## src/rtl/rv_fetch_pkg.sv

```systemverilog
// Shared types and constants for the sequential instruction prefetcher.
package rv_fetch_pkg;

    localparam int WORD_BITS = 30;
    localparam int CNT_W     = 8;

    typedef struct packed {
        logic [31:0] data;
        logic        err;
    } pf_entry_t;

endpackage

```

## src/rtl/rv_prefetch_fifo.sv

```systemverilog
// In-order circular buffer of prefetched words; clear drops every entry at once.
module rv_prefetch_fifo
    import rv_fetch_pkg::*;
#(
    parameter int DEPTH = 4,
    localparam int AW   = $clog2(DEPTH)
) (
    input  logic      clk_i,
    input  logic      rst_i,
    input  logic      clear_i,
    input  logic      push_i,
    input  logic      pop_i,
    input  pf_entry_t push_entry_i,
    output pf_entry_t head_o,
    output logic [AW:0] cnt_o
);

    pf_entry_t       mem_q [DEPTH];
    logic [AW-1:0]   rd_ptr_q;
    logic [AW-1:0]   wr_ptr_q;
    logic [AW:0]     cnt_q;

    always_ff @(posedge clk_i or posedge rst_i) begin
        if (rst_i) begin
            rd_ptr_q <= '0;
            wr_ptr_q <= '0;
            cnt_q    <= '0;
        end else if (clear_i) begin
            rd_ptr_q <= '0;
            wr_ptr_q <= '0;
            cnt_q    <= '0;
        end else begin
            if (push_i) wr_ptr_q <= wr_ptr_q + AW'(1);
            if (pop_i)  rd_ptr_q <= rd_ptr_q + AW'(1);
            case ({push_i, pop_i})
                2'b10:   cnt_q <= cnt_q + (AW+1)'(1);
                2'b01:   cnt_q <= cnt_q - (AW+1)'(1);
                default: cnt_q <= cnt_q;
            endcase
        end
    end

    // Payload storage needs no reset: cnt gates every read.
    always_ff @(posedge clk_i) begin
        if (push_i && !clear_i) mem_q[wr_ptr_q] <= push_entry_i;
    end

    assign head_o = mem_q[rd_ptr_q];
    assign cnt_o  = cnt_q;

    full_push_a: assert property (@(posedge clk_i) disable iff (rst_i)
        !(push_i && !pop_i && !clear_i && cnt_q == (AW+1)'(DEPTH)));

endmodule

```

## src/rtl/rv_fetch_prefetch.sv

```systemverilog
// Sequential instruction prefetcher between the fetch stage and a pipelined Wishbone bus.
module rv_fetch_prefetch
    import rv_fetch_pkg::*;
#(
    parameter int DEPTH           = 4,
    parameter int MAX_OUTSTANDING = 2
) (
    input  logic        i_clk,
    input  logic        i_reset,
    input  logic        i_flush,
    input  logic        i_cyc,
    input  logic [31:0] i_addr,
    output logic        o_ack,
    output logic [31:0] o_instruction,
    output logic        o_err,
    output logic        o_wb_cyc,
    output logic        o_wb_stb,
    output logic [31:0] o_wb_adr,
    input  logic        i_wb_stall,
    input  logic        i_wb_ack,
    input  logic        i_wb_err,
    input  logic [31:0] i_wb_dat
);

    localparam int AW = $clog2(DEPTH);

    logic [WORD_BITS-1:0] base_q, base_d, req_addr_q, req_addr_d, addr_w;
    logic                 stream_valid_q, stream_valid_d;
    logic                 stb_q, stb_d;
    logic [CNT_W-1:0]     live_q, live_d, stale_q, stale_d, live_after;
    logic [31:0]          instr_q;
    logic                 err_q;
    logic [AW:0]          cnt_w, cnt_after;
    logic [CNT_W:0]       occ;
    pf_entry_t            head_w, push_entry_w;
    logic                 hit, restart, kill, accepted, resp, resp_stale, resp_live, push;
    logic                 unused_addr_lsb;

    assign addr_w          = i_addr[31:2];
    assign unused_addr_lsb = ^i_addr[1:0];

    assign hit     = i_cyc && !i_flush && stream_valid_q && (cnt_w != '0) && (base_q == addr_w);
    assign restart = i_cyc && !i_flush && (!stream_valid_q || (base_q != addr_w));
    assign kill    = i_flush || restart;

    // Bus handshake: a request transfers on stb & !stall; ack|err is one response, in request order.
    assign accepted   = stb_q && !i_wb_stall;
    assign resp       = i_wb_ack || i_wb_err;
    assign resp_stale = resp && (stale_q != '0);
    assign resp_live  = resp && (stale_q == '0);
    assign push       = resp_live && !kill;

    assign push_entry_w.data = i_wb_err ? 32'h0 : i_wb_dat;
    assign push_entry_w.err  = i_wb_err;

    always_comb begin
        live_after     = live_q + CNT_W'(accepted) - CNT_W'(resp_live);
        base_d         = base_q;
        req_addr_d     = req_addr_q;
        stream_valid_d = stream_valid_q;
        live_d         = live_after;
        stale_d        = stale_q - CNT_W'(resp_stale);
        if (accepted) req_addr_d = req_addr_q + WORD_BITS'(1);
        if (hit)      base_d     = base_q + WORD_BITS'(1);
        if (kill) begin
            // Everything still on the bus for the old stream, including a strobe taken this cycle.
            live_d  = '0;
            stale_d = stale_q - CNT_W'(resp_stale) + live_after;
        end
        if (restart) begin
            base_d         = addr_w;
            req_addr_d     = addr_w;
            stream_valid_d = 1'b1;
        end
        if (i_flush) stream_valid_d = 1'b0;

        cnt_after = kill ? '0 : cnt_w + (AW+1)'(push) - (AW+1)'(hit);
        occ       = (CNT_W+1)'(cnt_after) + {1'b0, live_d};
        if (stb_q && i_wb_stall && !kill) begin
            stb_d = 1'b1;
        end else begin
            stb_d = stream_valid_d && !kill && (occ < (CNT_W+1)'(DEPTH))
                    && (live_d < CNT_W'(MAX_OUTSTANDING));
        end
    end

    always_ff @(posedge i_clk or posedge i_reset) begin
        if (i_reset) begin
            base_q         <= '0;
            req_addr_q     <= '0;
            stream_valid_q <= 1'b0;
            stb_q          <= 1'b0;
            live_q         <= '0;
            stale_q        <= '0;
            instr_q        <= '0;
            err_q          <= 1'b0;
        end else begin
            base_q         <= base_d;
            req_addr_q     <= req_addr_d;
            stream_valid_q <= stream_valid_d;
            stb_q          <= stb_d;
            live_q         <= live_d;
            stale_q        <= stale_d;
            if (hit) begin
                instr_q <= head_w.data;
                err_q   <= head_w.err;
            end
        end
    end

    rv_prefetch_fifo #(.DEPTH(DEPTH)) u_fifo (
        .clk_i        (i_clk),
        .rst_i        (i_reset),
        .clear_i      (kill),
        .push_i       (push),
        .pop_i        (hit),
        .push_entry_i (push_entry_w),
        .head_o       (head_w),
        .cnt_o        (cnt_w)
    );

    assign o_ack         = hit;
    assign o_instruction = instr_q;
    assign o_err         = err_q;
    assign o_wb_stb      = stb_q;
    assign o_wb_adr      = {req_addr_q, 2'b00};
    assign o_wb_cyc      = stb_q || (live_q != '0) || (stale_q != '0);

endmodule
```

## config.mk

```make
export PLATFORM = sky130hd
export DESIGN_NAME = rv_fetch_prefetch
export DESIGN_NICKNAME = d
export VERILOG_FILES = /design/src/rtl/rv_fetch_pkg.sv /design/src/rtl/rv_prefetch_fifo.sv /design/src/rtl/rv_fetch_prefetch.sv
export SDC_FILE = /design/constraint.sdc
export NUM_CORES = 1
export LEC_CHECK = 0
export BUFFER_PORTS_ARGS = -buffer_cell sky130_fd_sc_hd__clkbuf_2
export CAP_MARGIN = 25
export CORE_UTILIZATION = 59
export DETAILED_ROUTE_END_ITERATION = 10
export PLACE_DENSITY = 0.9
export REMOVE_ABC_BUFFERS = 1
export SLEW_MARGIN = 15
export SYNTH_ARGS = -nofsm -noshare
export SYNTH_HDL_FRONTEND = slang
export SYNTH_SLANG_ARGS = --single-unit
export TNS_END_PERCENT = 30
```

## constraint.sdc

```tcl
create_clock -name i_clk -period 5.5 [get_ports i_clk]
set_clock_uncertainty 0.1 [all_clocks]
set_input_delay 0.275 -clock i_clk [delete_from_list [all_inputs] [get_ports i_clk]]
set_output_delay 0.275 -clock i_clk [all_outputs]
set_load 0.01 [all_outputs]
```

==> results_dict.tcl, run 1 <==
set metrics [dict create \
    status "finished clean" \
    max_slew_margin_pct 39.5 \
    cts_tree "yes" \
    n_antenna_cell 0 \
    startpoint_type "flip-flop" \
    ys_top_cells_by_area "edfxtp_1 (33%), dfrtp_1 (25%), mux4_2 (6.2%)" \
    ys_seq_area_share_pct 58.2 \
    period_share_pct 82.8 \
    yosysWarnings 0 \
    antenna_found_initial 0 \
    wl_per_cell_um 20.0 \
    top_layer "met4" \
    p_total_mw 4.42 \
    drive_gt1_share_pct 23.7 \
    drc_errors 0 \
    cts.sinks 250 \
    gp_congestion 0.972 \
    die_x_um 144 \
    critPathKind "flip-flop to flip-flop" \
    core-area_um2 19600 \
    critPathCaptureType "flip-flop" \
    detailed_place_hpwl_mm 17.5 \
    dieArea_um2 20700 \
    rows 51 \
    area_growth_pct 17.3 \
    maxCapViolations 0 \
    antenna_left 0 \
    synth.avg_cell_area_um2 12.8 \
    hold_path_class "input port to flip-flop" \
    grt_setup_unrepaired "false" \
    nNetsFinal 1206 \
    die_h_um 144 \
    power.density_nw_per_um2 317 \
    wirelength_mm 27.7 \
    leakage_nw 5.52 \
    dr_wl_met2_mm 13.6 \
    final_max_slew_viol_count 0 \
    cts_buffers 26 \
    start_util_pct 60.7 \
    hold_viol_final 0 \
    synth_area_leader_cell "edfxtp_1" \
    place_area_um2 12800 \
    worstMarginPinSlew_ns 0.907 \
    layout_common_cells "clkbuf_2 (134), edfxtp_1 (132), dfrtp_1 (117)" \
    overflow 0 \
    htreeDepth 1 \
    max_freq_mhz 220 \
    ys_types 58 \
    synth-edff-count 132 \
    drt_iter0_markers 682 \
    netlist.area_leader.share_pct 33.3 \
    fin_area_um2 14000 \
    fin_tns_setup_ns 0 \
    track_usage_pct 28.0 \
    period_needed_ns 4.55 \
    async_reset_ff_share_pct 47.2 \
    critical_path_arrival_ns 4.91 \
    wl_met3_mm 2.38 \
    grt_max_degree 71 \
    setup_violations 0 \
    first_pass_iters 5 \
    insertion_delay_ns 0.54 \
    vias_per_cell 5.98 \
    clkTransAtPathRegs_ns 0.06 \
    ys.flop_type "edfxtp_1" \
    required_ns 5.85 \
    io_pins 139 \
    vias 8285 \
    met1Wirelength_mm 11.0 \
    grt_pass1_vias 8314 \
    post_cts_buffers 0 \
    synthesis.area_um2 11900 \
    cts_root_buf "clkbuf_16" \
    grt_pass1_wl_mm 43.9 \
    clock_path_buffers 3 \
    peakVddDrop_v 0.000324 \
    syn_inst 930 \
    io_buffers 134 \
    mostFrequentLayoutCell "clkbuf_2" \
    crit_fanout 12 \
    ys_ff_latch 250 \
]
## synthesized netlist by cell type, types with 3 or more instances
cell type,n
edfxtp_1,132
dfrtp_1,118
nand2_1,66
nor2_1,64
xnor2_1,57
o21ai_0,50
nor2b_1,39
nand4_1,36
inv_1,35
mux2_2,33
mux4_2,33
ha_1,30
nand3_1,26
xor2_1,25
a21oi_1,18
buf_2,15
o211ai_1,15
clkbuf_1,14
nor3_1,12
o311ai_1,12
and3_1,11
and2_1,9
a31oi_1,7
o21ai_1,6
and4_1,5
nor4_1,5
or3_1,5
fa_1,4
a21o_1,3
buf_1,3
buf_4,3
buf_6,3
nor4_2,3
## registers in the layout, summed over array words and instances, names as in the netlist, 2 cells and up
name	count
base_q	30
live_q	8
o_instruction	32
req_addr_q	30
stale_q	8
u_fifo.cnt_o	3
u_fifo.mem_q	132
u_fifo.rd_ptr_q	2
u_fifo.wr_ptr_q	2
## per-layer routing
| layer | up-vias | track usage (%) |
|---|---|---|
| li1 | 3757 | - |
| met1 | 4077 | 35.9 |
| met2 | 382 | 47.0 |
| met3 | 69 | 6.13 |
| met4 | 0 | 10.2 |
| met5 | - | 0 |
## layout make-up
class                           count  area, um^2
Clock buffer                       40         723
Clock inverter                      7        92.6
Fill cell                        1241        5630
Inverter                           36         138
Multi-Input combinational cell    605        4640
Sequential cell                   250        6920
Tap cell                          265         332
Timing Repair Buffer              182        1110
## repair_timing
action	4_1_cts	5_1_grt
resized for setup	0	0
hold endpoints to repair	129	0
setup endpoints to repair	0	0
hold buffers	33	0
## report_power, final
group          internal, mW  leakage (nW)  switching [mW]
Clock                 0.960         0.395           0.713
Sequential             2.07          2.73           0.116
Combinational         0.251          2.40           0.315
Total                  3.28          5.52            1.14
## path summary, 6_finish.rpt
path | slack, ns | startpoint | cells past startpoint | to
hold reg to reg | 0.41 | o_instruction[2]$_DFFE_PP0P_ | 1 | o_instruction[2]$_DFFE_PP0P_
hold / removal | 0.03 | i_wb_dat[6] | 2 | u_fifo.mem_q[0][7]$_DFFE_PP_
setup / recovery | 0.95 | stale_q[3]$_DFF_PP0_ | 18 | stale_q[7]$_DFF_PP0_
min in group asynchronous | 0.37 | i_reset | 3 | o_instruction[8]$_DFFE_PP0P_
max in group asynchronous | 3.71 | i_reset | 4 | base_q[6]$_DFFE_PP0P_
setup reg to reg | 0.95 | stale_q[3]$_DFF_PP0_ | 18 | stale_q[7]$_DFF_PP0_
## per-stage QoR
step	setup slack (ns)	hold WS (ns)	cells	util [%]
global placement	1.16	0.386	1305	65.4
CTS	0.956	0.0159	1385	71.2
finish	0.948	0.0278	1385	71.2
global route	0.517	0.0277	1385	71.2
floorplan	1.08	0.253	891	-
detailed placement	0.993	0.400	1305	65.4
## worst max-delay path, stage by stage, from the launching register on
cell and delay (ns):
dfrtp_1 0.42, or4_4 0.57, nor4_2 0.26, buf_4 0.23
ha_1 0.15, inv_1 0.04, ha_1 0.20, fa_1 0.43
a21oi_1 0.17, o21ai_0 0.16, a21oi_1 0.18, o21bai_1 0.10
xnor2_1 0.25, inv_1 0.07, ha_1 0.23, o41a_1 0.41
nand3_1 0.09, nor3b_1 0.26, xnor2_1 0.16
## cell families (layout without fill, tap and decap cells)
family                   Yosys count  count (layout)  share of synthesized area [%]
AO/OA/AOI/OAI                    127             127                           6.71
multiplexers                      68              68                           9.54
other                              1               2                         0.0315
AND/OR/NAND/NOR                  290             290                           12.6
adder cells (fa/ha/maj)           34              34                           3.83
buffers and inverters             76             265                           2.86
XOR/XNOR                          84              84                           6.31
flip-flops                       250             250                           58.2
(Power assumes the default switching activity.)
==> run 2: changes to the inputs <==
--- a/config.mk
+++ b/config.mk
@@ -7,9 +7,9 @@
 export LEC_CHECK = 0
 export BUFFER_PORTS_ARGS = -buffer_cell sky130_fd_sc_hd__clkbuf_2
 export CAP_MARGIN = 25
-export CORE_UTILIZATION = 59
+export CORE_UTILIZATION = 53
 export DETAILED_ROUTE_END_ITERATION = 10
-export PLACE_DENSITY = 0.9
+export PLACE_DENSITY = 0.85
 export REMOVE_ABC_BUFFERS = 1
 export SLEW_MARGIN = 15
 export SYNTH_ARGS = -nofsm -noshare
==> constraint.sdc (replaced) <==
create_clock -name i_clk -period 4 [get_ports i_clk]
set_clock_uncertainty 0.1 [all_clocks]
set_input_delay 0.2 -clock i_clk [delete_from_list [all_inputs] [get_ports i_clk]]
set_output_delay 0.2 -clock i_clk [all_outputs]
set_load 0.01 [all_outputs]
==> results_dict.tcl, run 2 (same netlist as run 1, synthesis figures left out) <==
set metrics [dict create \
    fillers 1506 \
    critPathCaptureType "flip-flop" \
    start_util_pct 54.3 \
    pwr-share-comb_pct 14.1 \
    gp_congestion 0.968 \
    dieArea_um2 23000 \
    io_pins 139 \
    largest_reg_flops 132 \
    cts_tree "yes" \
    cts_buffers 28 \
    vias 8534 \
    overflow 0 \
    clock_path_buffers 3 \
    rows 54 \
    grt_pass1_vias 8873 \
    wirelength_mm 29.7 \
    place_area_um2 13000 \
    critPathBufInv 2 \
    drc_errors 0 \
    worstMarginPinSlew_ns 0.723 \
    crit_family "simple AND/OR/NAND/NOR gates" \
    final_max_slew_viol_count 0 \
    nNetsFinal 1260 \
    leakage_nw 5.94 \
    post_cts_buffers 0 \
    p_total_mw 6.70 \
    r2r_cells 17 \
    rrSetupSlack_ns 0.10 \
    mostFrequentLayoutCell "clkbuf_2" \
    htreeDepth 1 \
    hold_viol_final 0 \
    startpoint_type "flip-flop" \
    worstPathCellList "or4_4, nor4_4, ha_1, inv_1, ha_1, a21oi_1, o311ai_2, a21oi_1, xnor2_1, inv_1, ha_1, nor3_1, nor2_2, o41a_1, a21oi_1, nor3b_2, xnor2_1" \
    antenna_left 0 \
    grt_max_degree 72 \
    detailed_place_hpwl_mm 18.4 \
    reg2reg_to "stale_q[7]$_DFF_PP0_" \
    clkPwrFrac_pct 41.1 \
    vias_per_cell 5.86 \
    drt_iter0_markers 610 \
    cts.sinks 250 \
    max_slew_margin_pct 51.6 \
    regMostFlops "u_fifo.mem_q" \
    cts_root_buf "clkbuf_16" \
    status "finished clean" \
    peakVddDrop_v 0.000430 \
    n_antenna_cell 0 \
    maxCapViolations 0 \
    antenna_found_initial 0 \
    worstReg2RegStart "stale_q[4]$_DFF_PP0_" \
    first_pass_iters 6 \
    track_usage_pct 26.5 \
    period_share_pct 97.4 \
    swShare_pct 25.6 \
    critPathKind "flip-flop to flip-flop" \
    slowest_delay_ns 0.56 \
    slowest_stage "or4_4" \
    regArea_um2 6920 \
    period_needed_ns 3.90 \
    grt_pass1_wl_mm 46.1 \
    netSwitchingPower_mw 1.71 \
    area_growth_pct 24.8 \
    grt_setup_unrepaired "true" \
    internal_power_mw 4.98 \
    io_buffers 134 \
    insertion_delay_ns 0.56 \
    wl_per_cell_um 20.4 \
    critical_path_arrival_ns 4.24 \
    die_x_um 152 \
    core-area_um2 21900 \
    multi_input_area_um2 4800 \
    hold_path_class "input port to asynchronous set/reset pin" \
    crit_fanout 2 \
    seq_power_share_pct 44.8 \
    required_ns 4.34 \
    drive_gt1_share_pct 26.8 \
    setup_violations 0 \
    die_h_um 152 \
    layout_common_cells "clkbuf_2 (134), edfxtp_1 (132), dfrtp_1 (117)" \
    max_freq_mhz 257 \
    clkTransAtPathRegs_ns 0.07 \
    power.density_nw_per_um2 451 \
    fin_area_um2 14800 \
]
-- run 2: cell count changes in the layout (fill, tap and decap cells not counted), moves of 3 or more --
cell           before  now
nor4_4              0    3
xnor2_1            57   47
dlygate4sd3_1      33   65
bufinv_16           1    5
nor4_2              3    0
clkinv_1            0    3
xnor2_2             2   12
buf_4              15   33
clkbuf_1           12    4
-- run 2: power by group through the flow --
stage | combinational, mW | sequential [mW] | clock (mW)
after global placement | 0.800 | 3.03 | 0
final | 0.946 | 3.00 | 2.75
after CTS | 0.891 | 2.99 | 2.78
after floorplan | 0.495 | 3.03 | 0
after detailed placement | 0.825 | 3.04 | 0
after global routing | 1.04 | 3.01 | 2.88
-- run 2: cell type report --
class / count / share of cell area [%]
Tap cell: 280 / 2.36
Timing Repair Buffer: 234 / 10.9
Sequential cell: 250 / 46.6
Clock buffer: 36 / 5.19
Clock inverter: 16 / 1.64
Multi-Input combinational cell: 605 / 32.4
Inverter: 36 / 0.927
-- run 2: per-stage QoR --
| stage | setup TNS [ns] | worst slack [ns] | cells | hold WS, ns | util (%) |
|---|---|---|---|---|---|
| after floorplan | -0.684 | -0.421 | 891 | 0.178 | - |
| after global placement | -0.0479 | -0.0479 | 1339 | 0.336 | 59.3 |
| after detailed placement | -0.116 | -0.116 | 1339 | 0.344 | 59.3 |
| after CTS | 0 | 0.0386 | 1456 | 0.0336 | 67.0 |
| after global routing | -0.430 | -0.240 | 1457 | 0.0704 | 67.8 |
| final | 0 | 0.103 | 1457 | 0.0684 | 67.8 |
-- run 2: routing by layer --
layer / global-route usage (%) / share of wire (%) / vias up
met5: 0 / 0 / -
met2: 47.0 / 50 / 411
met4: 9.50 / 2.9 / 0
li1: - / - / 3874
met1: 32.3 / 39 / 4190
met3: 4.64 / 7.9 / 59
-- run 2: worst max-delay path by stage --
| stage | to | cells after the start | slack (ns) | from |
|---|---|---|---|---|
| CTS | stale_q[7]$_DFF_PP0_ | 17 | 0.04 | stale_q[2]$_DFF_PP0_ |
| detailed placement | stale_q[7]$_DFF_PP0_ | 17 | -0.12 | stale_q[3]$_DFF_PP0_ |
| finish | stale_q[7]$_DFF_PP0_ | 17 | 0.10 | stale_q[4]$_DFF_PP0_ |
| floorplan | stale_q[7]$_DFF_PP0_ | 17 | -0.42 | stale_q[3]$_DFF_PP0_ |
| global route | stale_q[7]$_DFF_PP0_ | 17 | -0.24 | stale_q[4]$_DFF_PP0_ |
| global placement | stale_q[7]$_DFF_PP0_ | 17 | -0.05 | stale_q[3]$_DFF_PP0_ |
-- run 2: repair_timing --
item,4_1_cts,5_1_grt
hold buffers,65,0
endpoints found under the hold margin,258,0
pin swaps,2,17
endpoints found under the setup margin,2,3
gates resized for setup,3,26
-- run 2: worst register-to-register path, stage by stage (launching register included) --
cell      delay [ns]
dfrtp_1         0.39
or4_4           0.56
nor4_4          0.29
ha_1            0.19
inv_1           0.06
ha_1            0.28
a21oi_1         0.23
o311ai_2        0.13
a21oi_1         0.24
xnor2_1         0.17
inv_1           0.07
ha_1            0.32
nor3_1          0.23
nor2_2          0.06
o41a_1          0.12
a21oi_1         0.16
nor3b_2         0.07
xnor2_1         0.13
==> run 3: changes to the inputs <==
--- a/config.mk
+++ b/config.mk
@@ -7,10 +7,12 @@
 export LEC_CHECK = 0
 export BUFFER_PORTS_ARGS = -buffer_cell sky130_fd_sc_hd__clkbuf_2
 export CAP_MARGIN = 25
-export CORE_UTILIZATION = 53
+export CELL_PAD_IN_SITES_DETAIL_PLACEMENT = 0
+export CELL_PAD_IN_SITES_GLOBAL_PLACEMENT = 2
+export CORE_UTILIZATION = 36
 export DETAILED_ROUTE_END_ITERATION = 10
-export PLACE_DENSITY = 0.85
-export REMOVE_ABC_BUFFERS = 1
+export PLACE_DENSITY = 0.84
+export RECOVER_POWER = 100
 export SLEW_MARGIN = 15
 export SYNTH_ARGS = -nofsm -noshare
 export SYNTH_HDL_FRONTEND = slang
==> results_dict.tcl, run 3 (same netlist as run 1, synthesis figures left out) <==
set metrics [dict create \
    status "complete, but fails checks" \
    violations "max-capacitance violations, max-slew violations" \
    grt_setup_unrepaired "true" \
    grt_pass1_wl_mm 45.3 \
    rows 66 \
    dieArea_um2 33800 \
    grt_pass1_vias 8284 \
    wirelength_mm 28.9 \
    vias_per_cell 5.03 \
    core-area_um2 32500 \
    required_ns 4.36 \
    nNetsFinal 1265 \
    crit_fanout 3 \
    period_share_pct 99.4 \
    gp_congestion 0.849 \
    overflow 0 \
    hold_viol_final 0 \
    antenna_found_initial 1 \
    worst_slack_ns 0.0225 \
    mostFrequentLayoutCell "edfxtp_1" \
    drc_errors 0 \
    setup_violations 0 \
    layout_common_cells "edfxtp_1 (132), dfrtp_1 (117), clkbuf_1 (79)" \
    htreeDepth 1 \
    critical_path_arrival_ns 4.34 \
    io_buffers 134 \
    peakVddDrop_v 0.000366 \
    vias 8169 \
    insertion_delay_ns 0.57 \
    cts_buffers 28 \
    final_util_pct 45.5 \
    cts.sinks 250 \
    detailed_place_hpwl_mm 19.1 \
    hold_path_class "input port to flip-flop" \
    area_growth_pct 24.5 \
    fin_area_um2 14800 \
    fin_tns_setup_ns 0 \
    max_slew_margin_pct -24.1 \
    wl_per_cell_um 17.8 \
    start_util_pct 36.6 \
    io_pins 139 \
    final_max_slew_viol_count 131 \
    die_x_um 184 \
    power.density_nw_per_um2 439 \
    grt_max_degree 89 \
    critPathKind "flip-flop to flip-flop" \
    drive_gt1_share_pct 19.9 \
    fin_hold_ws_ns 0.103 \
    clock_path_buffers 3 \
    track_usage_pct 17.4 \
    startpoint_type "flip-flop" \
    leakage_nw 5.61 \
    max_freq_mhz 251 \
    slowest_delay_ns 0.56 \
    regMostFlops "u_fifo.mem_q" \
    drt_iter0_markers 428 \
    worstMarginPinSlew_ns 1.86 \
    largest_reg_flops 132 \
    maxCapViolations 4 \
    antenna_left 0 \
    cts_tree "yes" \
    slowest_stage "or4_4" \
    dp_worst_setup_slack_ns -0.0474 \
    period_needed_ns 3.98 \
    worstPathCellList "or4_4, nor4_4, ha_1, inv_2, ha_4, buf_4, a21oi_1, o311ai_2, buf_4, a21oi_2, xnor2_1, inv_1, ha_4, o41a_1, nand3_1, nor3b_4, xnor2_1" \
    clkTransAtPathRegs_ns 0.06 \
    cts_root_buf "clkbuf_16" \
    die_h_um 184 \
    first_pass_iters 5 \
    critPathCaptureType "flip-flop" \
    place_area_um2 13200 \
]
[run 3: changes by cell type in the layout (fill, tap and decap cells not counted), moves of 4 or more]
cell      change
clkbuf_1     +75
clkbuf_2     -62
o311ai_0     +11
o311ai_1     -11
xnor2_1       +9
xnor2_2       -9
buf_4         -7
o21ai_0       +7
o21ai_1       -7
clkinv_2      +4
[run 3: what timing repair did]
action | 4_1_cts | 5_1_grt
gates resized for setup | 16 | 7
hold endpoints to repair | 218 | 0
hold buffers | 65 | 0
pin swaps | 16 | 13
setup endpoints to repair | 1 | 3
buffers inserted | 2 | 1
[run 3: layer usage]
layer / global-route usage, % / up-vias / routed length, um / share of wire (%)
li1: - / 3881 / - / -
met1: 22.4 / 4048 / 12700 / 44
met2: 30.0 / 199 / 14000 / 49
met3: 3.25 / 41 / 1480 / 5.1
met4: 4.57 / 0 / 660 / 2.3
met5: 0 / - / 0 / 0
[run 3: cell type report]
class	instances	area, um^2
Sequential cell	250	6920
Fill cell	3087	17700
Antenna cell	1	2.50
Inverter	36	136
Clock buffer	34	733
Clock inverter	18	209
Tap cell	442	553
Multi-Input combinational cell	605	4750
Timing Repair Buffer	239	1500
[run 3: power breakdown]
part / internal (mW) / switching [mW]
registers: 2.84 / 0.137
logic: 0.434 / 0.486
clock network: 1.56 / 1.04
total: 4.84 / 1.67
[run 3: path summary, 6_finish.rpt]
kind	cells past startpoint	slack, ns	startpoint	to
worst max-delay path	17	0.02	stale_q[5]$_DFF_PP0_	stale_q[7]$_DFF_PP0_
worst min-delay path	3	0.10	i_cyc	o_wb_stb$_DFF_PP0_
worst max register to register	17	0.02	stale_q[5]$_DFF_PP0_	stale_q[7]$_DFF_PP0_
worst min register to register	1	0.40	o_instruction[31]$_DFFE_PP0P_	o_instruction[31]$_DFFE_PP0P_
max in group asynchronous	4	1.30	i_reset	base_q[14]$_DFFE_PP0P_
min in group asynchronous	3	0.43	i_reset	o_instruction[7]$_DFFE_PP0P_
[run 3: critical path: cells and delay by family, from the launching register on]
| kind | cells | cell delay, ns |
|---|---|---|
| xor+xnor | 2 | 0.40 |
| fa+ha+maj | 3 | 0.60 |
| flops | 1 | 0.38 |
| compound gates | 4 | 0.85 |
| buf+inv | 4 | 0.45 |
| simple gates | 4 | 1.12 |
[run 3: through the flow]
step                      std cells  total power [mW]
after CTS                      1623              6.58
final                          1625              6.50
after detailed placement       1504              3.86
after floorplan                 931              3.54
after global routing           1625              6.79
after global placement         1504              3.85
